[src/rtl/alu_pipe.sv]
// alu_pipe: elastic two-stage add/sub with arithmetic pre-shift of B.
// Define ALU_SAT_EN to clamp overflowed results to the signed limits.
module alu_pipe #(
   parameter int WORD_LENGTH = 16,
   parameter int SHIFT_W     = $clog2(WORD_LENGTH)
) (
   input  logic                   clk,
   input  logic                   rst_n,
   input  logic                   in_valid,
   output logic                   in_ready,
   input  logic [1:0]             ALU_operation,
   input  logic [WORD_LENGTH-1:0] A,
   input  logic [WORD_LENGTH-1:0] B,
   input  logic [SHIFT_W-1:0]     shamt,
   output logic                   out_valid,
   input  logic                   out_ready,
   output logic [WORD_LENGTH-1:0] AlU_out,
   output logic                   flag_z,
   output logic                   flag_n,
   output logic                   flag_c,
   output logic                   flag_v
);

   localparam int MSB = WORD_LENGTH - 1;

   logic             r_s1_valid;
   logic             r_s1_sub;
   logic [MSB:0]     r_s1_a;
   logic [MSB:0]     r_s1_b;
   logic             r_s2_valid;
   logic [MSB:0]     r_out;
   logic             r_z;
   logic             r_n;
   logic             r_c;
   logic             r_v;

   logic             w_s2_adv;
   logic             w_s1_adv;
   logic [MSB:0]     w_b_asr;
   logic [MSB:0]     w_b_sh;
   logic [MSB:0]     w_b_eff;
   logic [MSB+1:0]   w_sum;
   logic             w_v;
   logic [MSB:0]     w_res;

   assign w_s2_adv = !r_s2_valid || out_ready;
   assign w_s1_adv = !r_s1_valid || w_s2_adv;
   assign in_ready = w_s1_adv;

   // Kept on its own so the shift stays signed; oversize amounts sign-fill
   assign w_b_asr = $signed(B) >>> shamt;
   assign w_b_sh  = ALU_operation[1] ? w_b_asr : B;

   assign w_b_eff = r_s1_sub ? ~r_s1_b : r_s1_b;
   assign w_sum   = {1'b0, r_s1_a}
                  + {1'b0, w_b_eff}
                  + {{WORD_LENGTH{1'b0}}, r_s1_sub};
   assign w_v     = (r_s1_a[MSB] == w_b_eff[MSB])
                 && (w_sum[MSB] != r_s1_a[MSB]);

`ifdef ALU_SAT_EN
   // On overflow the true sign is that of A
   always_comb begin
      w_res = w_sum[MSB:0];
      if (w_v) begin
         w_res = r_s1_a[MSB] ? {1'b1, {MSB{1'b0}}}
                             : {1'b0, {MSB{1'b1}}};
      end
   end
`else
   assign w_res = w_sum[MSB:0];
`endif

   always_ff @(posedge clk) begin
      if (!rst_n) begin
         r_s1_valid <= 1'b0;
         r_s1_sub   <= 1'b0;
         r_s1_a     <= '0;
         r_s1_b     <= '0;
         r_s2_valid <= 1'b0;
         r_out      <= '0;
         r_z        <= 1'b0;
         r_n        <= 1'b0;
         r_c        <= 1'b0;
         r_v        <= 1'b0;
      end else begin
         if (w_s1_adv) begin
            r_s1_valid <= in_valid;
            if (in_valid) begin
               r_s1_sub <= ALU_operation[0];
               r_s1_a   <= A;
               r_s1_b   <= w_b_sh;
            end
         end
         if (w_s2_adv) begin
            r_s2_valid <= r_s1_valid;
            if (r_s1_valid) begin
               r_out <= w_res;
               r_z   <= (w_res == '0);
               r_n   <= w_res[MSB];
               r_c   <= w_sum[MSB+1];
               r_v   <= w_v;
            end
         end
      end
   end

   assign out_valid = r_s2_valid;
   assign AlU_out   = r_out;
   assign flag_z    = r_z;
   assign flag_n    = r_n;
   assign flag_c    = r_c;
   assign flag_v    = r_v;

endmodule

[config.mk]
export PLATFORM = sky130hd
export DESIGN_NAME = alu_pipe
export DESIGN_NICKNAME = d
export VERILOG_FILES = /design/src/rtl/alu_pipe.sv
export SDC_FILE = /design/constraint.sdc
export NUM_CORES = 1
export LEC_CHECK = 0
export ABC_AREA = 1
export BUFFER_PORTS_ARGS = -buffer_cell sky130_fd_sc_hd__buf_2
export CAP_MARGIN = 20
export CORE_MARGIN = 5
export CORE_UTILIZATION = 40
export CTS_CLUSTER_SIZE = 16
export DETAILED_ROUTE_END_ITERATION = 7
export HOLD_SLACK_MARGIN = 0.15
export PLACE_DENSITY_LB_ADDON = 0.05
export SYNTH_ARGS = -nofsm -noshare
export SYNTH_HDL_FRONTEND = slang
export SYNTH_SLANG_ARGS = --single-unit
[constraint.sdc]
create_clock -name clk -period 5.7 [get_ports clk]
set_input_delay 0.285 -clock clk [delete_from_list [all_inputs] [get_ports clk]]
set_output_delay 0.285 -clock clk [all_outputs]
set_load 0.005 [all_outputs]
# Word-level counts from Yosys, hierarchy flattened
# Cells that the tools add are included.
[op_classes]
n_addsub = 2
mul = 0
n_div = 0
n_lt_le_gt_ge = 0
n_eq_ne = 2
n_shift = 1
muxes = 2
bitwise = 1
n_reduce_logical = 8
[op_table]
columns = ["cell", "n"]
rows = [
  ["$mux W16", 2],
  ["$add A16 B16 Y17", 1],
  ["$add A17 B1 Y17", 1],
  ["$logic_not A16 Y1", 1],
  ["$not A16 Y16", 1],
  ["$sshr A16 B4 Y16", 1],
  ["$reduce_and A2 Y1", 2],
  ["$logic_not A1 Y1", 2],
  ["$logic_or A1 B1 Y1", 2],
  ["$eq A1 B1 Y1", 1],
  ["$logic_and A1 B1 Y1", 1],
  ["$ne A1 B1 Y1", 1],
]
[totals]
register_bits = 55
latchBits = 0
mem_bits_rw = 0
mem_bits_ro = 0
inputBits = 42
output_inout_bits = 22
wordCells = 26
mem_count = 0

# Longest topological paths before layout
[logic_depth]
word_depth = 6
mapped_depth = 18
mapped_depth_nobuf = 18

# Least setup slack after synthesis
# OpenSTA, ideal clock, no wires.
[synth_timing]
path_type = "register to register"
startpoint = "reg r_s1_sub"
endpoint = "reg r_z (netlist: flag_z)"
setup_ps = 67
arrival_ps = 2110
required_time_ps = 5633
setup_slack_ps = 3524
stages_incl_launch_ff = 16
n_path_buf = 2
synth_period_minus_slack_ps = 2176
cell_sequence = "dfxtp_1 buf_6 buf_2 xor2_1 ha_1 nand2_1 inv_1 a21oi_2 nor2_1 nor2_1 nand3b_1 nand2_2 nand2_4 nor2_2 nand2_1 a21oi_2"
[synth_via]
elab_chain_cells = 4
[synth_lines]
columns = ["item", "line_no", "rtl"]
rows = [
  ["start: declaration", "27", "logic r_s1_sub;"],
  ["start signal: assignment", "90", "r_s1_sub <= ALU_operation[0];"],
  ["$mux W16", "54", "assign w_b_eff = r_s1_sub ? ~r_s1_b : r_s1_b;"],
  ["$add A16 B16 Y17", "56", "+ {1'b0, w_b_eff}"],
  ["$add A17 B1 Y17 (*)", "57", "+ {{WORD_LENGTH{1'b0}}, r_s1_sub};"],
  ["$logic_not A16 Y1 (*)", "99", "r_z <= (w_res == '0);"],
  ["end signal: assignment", "99", ""],
  ["end: declaration", "32", "logic r_z;"],
]
# Every way passes the cells marked *; elsewhere a longest branch is shown, timed or not.
# A chain may end at the register's enable or synchronous reset.

# Final worst setup path
# Ends and elaborated chain as after synthesis.

==> flow_metrics.py <==
metrics = {
    "status": {
        "outcome": "complete, no violations",
    },
    "worst_setup_path": {
        "critical_path_peak_fanout": 17,
        "critPathArrivalTime_ns": 2.99,
        "timing.critical_path.depth": 15,
        "r2r_start": "r_s1_sub",
        "reg2reg_setup_slack_ns": 2.96,
        "cpLargestDelayFamily": "flip-flops",
        "worstPathBufferInverterCount": 1,
        "timing.critical_path.cells": "xnor2_1 -> fa_1 -> inv_1 -> nand2_1 -> nand2_1 -> nand3_1 -> nand2_1 -> nand2_1 -> nand2_1 -> nand2_2 -> nand2_2 -> nand2_4 -> nor2_2 -> nand2_1 -> a21oi_2",
        "worstRegToRegCells": 15,
        "crit_path_start_kind": "flip-flop",
        "worstSetupEndpointType": "flip-flop",
        "crit_path_end": "flag_z",
        "setup.worst_path.start": "r_s1_sub",
        "crit_path_max_incr_delay_ns": 0.93,
        "criticalPathCategory": "flip-flop to flip-flop",
        "r2r-end": "flag_z",
        "worst_path_most_repeated_cell": "nand2_1",
        "worst-endpoint-required_ns": 5.95,
        "cp_slowest_cell": "dfxtp_1",
    },
    "clocking": {
        "post-cts-setup-buffer-count": 0,
        "clk_latency_ns": 0.31,
        "postCtsHoldBufs": 0,
        "cts_root_buffer": "clkbuf_8",
        "cts_buffers": 5,
        "post_cts_resize_count": 0,
        "cts_tree": "done",
        "clock_path_buffers": 2,
        "clkSinkCount": 54,
        "cts_htree_levels": 2,
        "clk_transition_reported_paths_ns": 0.10,
    },
    "floorplan": {
        "floorplan.initialDensity_pct": 41.3,
        "num_rows": 35,
        "design.core.area_sq_um": 9330,
        "ioPinCount": 64,
        "fp.dieArea_sq_um": 11700,
        "die-width_microns": 108,
        "floorplan.die.height_microns": 108,
    },
    "placed_design": {
        "port_buffers": 63,
        "place_hpwl_microns": 8620,
        "gpl.final_weighted_congestion": 0.872,
    },
    "sta": {
        "period_share_pct": 48.1,
        "count_of_final_hold_check_violations": 0,
        "fin_worst_skew_ns": 0.0148,
        "slew-limit-headroom_pct": 39.0,
        "post-route-min-period_ns": 2.74,
        "final-setup-viol-count": 0,
        "drv_slew": 0,
        "worst_pin_slew_ns": 0.914,
        "timing_limited_maximum_frequency_mhz": 365,
        "rsz0062_at_grt": "no",
        "timing.setup.tns_ns": 0,
    },
    "flow_run": {
        "maxCapViolations": 0,
    },
    "global_route": {
        "vias_in_the_first_global_route": 3798,
        "grt_pass1_wl_microns": 17800,
        "track_usage_pct": 18.9,
        "grt_overflow": 0,
        "grt_antenna_before_repair": 0,
        "grt_max_degree": 48,
    },
    "logic_synthesis": {
        "synthesis.yosys.warnings": 0,
        "synth.avg_cell_area_sq_um": 6.31,
        "postSynthCellCount": 610,
        "yosys_register_bits": 54,
        "synth.net_count": 669,
        "netlist.area_leader.share_pct": 28.1,
        "synth_top_cells_by_area": "dfxtp_1 28%, nand2_1 16%, o21ai_0 7.3%, inv_1 6.4%, nor2_1 5.9%",
        "synth.lib_cells_used.distinct": 33,
        "yosysSeqAreaShare_pct": 28.1,
        "synth.cell_area_sq_um": 3850,
        "synth_top_cell_by_area": "dfxtp_1",
    },
    "min_path": {
        "hp-start": "A[3]",
        "timing.hold.worst.class": "input pin to flip-flop",
    },
    "routing": {
        "drtPass1Iterations": 4,
        "drt-vias-per-instance": 4.96,
        "post-route-drc-count": 0,
        "routed-via-count": 3910,
        "drt-total-wl_microns": 10600,
        "antenna_violating_nets_left": 0,
        "drt_first_iter_violations": 175,
        "drt_wl_cell_microns": 13.5,
    },
    "layout": {
        "post-route-util_pct": 46.3,
        "area_delta_synth_final_pct": 12.3,
        "diodes": 0,
        "final_net_count": 717,
        "layout_cell_share_with_drive_strength_beyond_1_pct": 16.1,
    },
    "power": {
        "power.leakage_nw": 2.25,
        "cellPowerDensity_nw_per_um2": 237,
        "vdd_drop_max_mv": 0.101,
    },
}
-- cells in the mapped netlist --
master / n
a21oi_1: 37
a21oi_2: 7
a31oi_1: 1
buf_2: 4
buf_4: 1
buf_6: 3
clkbuf_1: 17
clkinv_1: 1
dfxtp_1: 54
fa_1: 1
ha_1: 16
inv_1: 66
inv_2: 1
nand2_1: 161
nand2_2: 9
nand2_4: 1
nand3_1: 31
nand3_2: 2
nand3b_1: 3
nand4_1: 5
nor2_1: 61
nor2_2: 3
nor3_1: 3
o211ai_1: 16
o21ai_0: 56
o21ai_1: 20
o21ai_2: 6
o21bai_1: 2
o221ai_1: 1
or2_1: 1
or2_2: 3
xnor2_1: 2
xor2_1: 15
-- per-stage QoR --
step                setup slack (ns)  instance area, sq um  hold WS [ns]  std cells  total power, mW
floorplan                       3.52                  3850         0.433        610            0.701
global placement                2.97                  4230         0.455        780            0.804
detailed placement              2.95                  4230         0.465        780            0.807
CTS                             2.93                  4320         0.217        788             1.04
global route                    2.67                  4320         0.245        788             1.11
finish                          2.96                  4320         0.229        788             1.02
-- flip-flops by register name, summed over array words and instances (netlist names) --
name / cells
flag_v: 1
r_s1_valid: 1
r_s1_sub: 1
flag_z: 1
AlU_out: 16
flag_c: 1
r_s1_a: 16
out_valid: 1
r_s1_b: 16
-- worst min-delay path by stage --
stage                            end  depth (start not counted)  slack (ns)
after floorplan           r_s1_b[15]                          2        0.43
after global placement        flag_v                          2        0.45
after detailed placement      flag_v                          2        0.47
after CTS                  r_s1_a[3]                          3        0.22
after global routing       r_s1_a[9]                          3        0.25
final                      r_s1_a[3]                          3        0.23
-- power breakdown --
part	switching, mW	leakage [nW]	internal [mW]
clock network	0.128	0.0489	0.101
logic	0.232	1.76	0.131
registers	0.0235	0.447	0.407
total	0.384	2.25	0.639
-- cells in the final DEF (no fill, tap or decap) --
cell	synthesis	final
xor2_1	15	15
or2_1	1	1
nand3_1	31	31
nor3_1	3	3
clkbuf_1	17	1
o211ai_1	16	16
inv_6	0	1
clkbuf_8	0	6
nand2_4	1	1
o221ai_1	1	1
nand2_2	9	9
o21ai_0	56	56
or2_2	3	3
nor2_2	3	3
a21oi_2	7	8
buf_2	4	63
a21oi_1	37	36
o21ai_2	6	6
a31oi_1	1	1
o21bai_1	2	2
o21ai_1	20	20
inv_1	66	66
xnor2_1	2	2
inv_2	1	1
nor2_1	61	61
fa_1	1	1
nand2_1	161	161
nand3b_1	3	3
nand3_2	2	2
nand4_1	5	5
buf_4	1	3
clkinv_1	1	1
ha_1	16	16
dfxtp_1	54	54
-- logic make-up after synthesis --
group / Yosys count / share of synthesized area (%)
buf+inv: 93 / 9.88
fa+ha+maj: 17 / 5.72
simple gates: 283 / 30.9
flops: 54 / 28.1
xor+xnor: 17 / 3.87
compound gates: 146 / 21.6
-- tightest hold or removal path: cells and delay by family --
| family | cells | cell delay (ns) |
|---|---|---|
| compound gates | 1 | 0.07 |
| simple gates | 1 | 0.08 |
| buf+inv | 1 | 0.08 |
-- per-layer routing --
metal | vias up | global-route usage [%] | wire length (microns)
met4 | 0 | 5.14 | 212
met3 | 13 | 1.73 | 293
met5 | - | 0 | 0
met1 | 1740 | 24.0 | 4910
li1 | 2077 | - | -
met2 | 80 | 34.1 | 5230
-- layout make-up --
type,count,area (sq um)
Sequential cell,54,1080
Timing Repair Buffer,66,338
Inverter,68,255
Fill cell,1033,5010
Clock buffer,7,86.3
Multi-Input combinational cell,463,2390
Tap cell,129,161
Clock inverter,1,8.76
No activity file was read; power rests on OpenSTA's default activity.
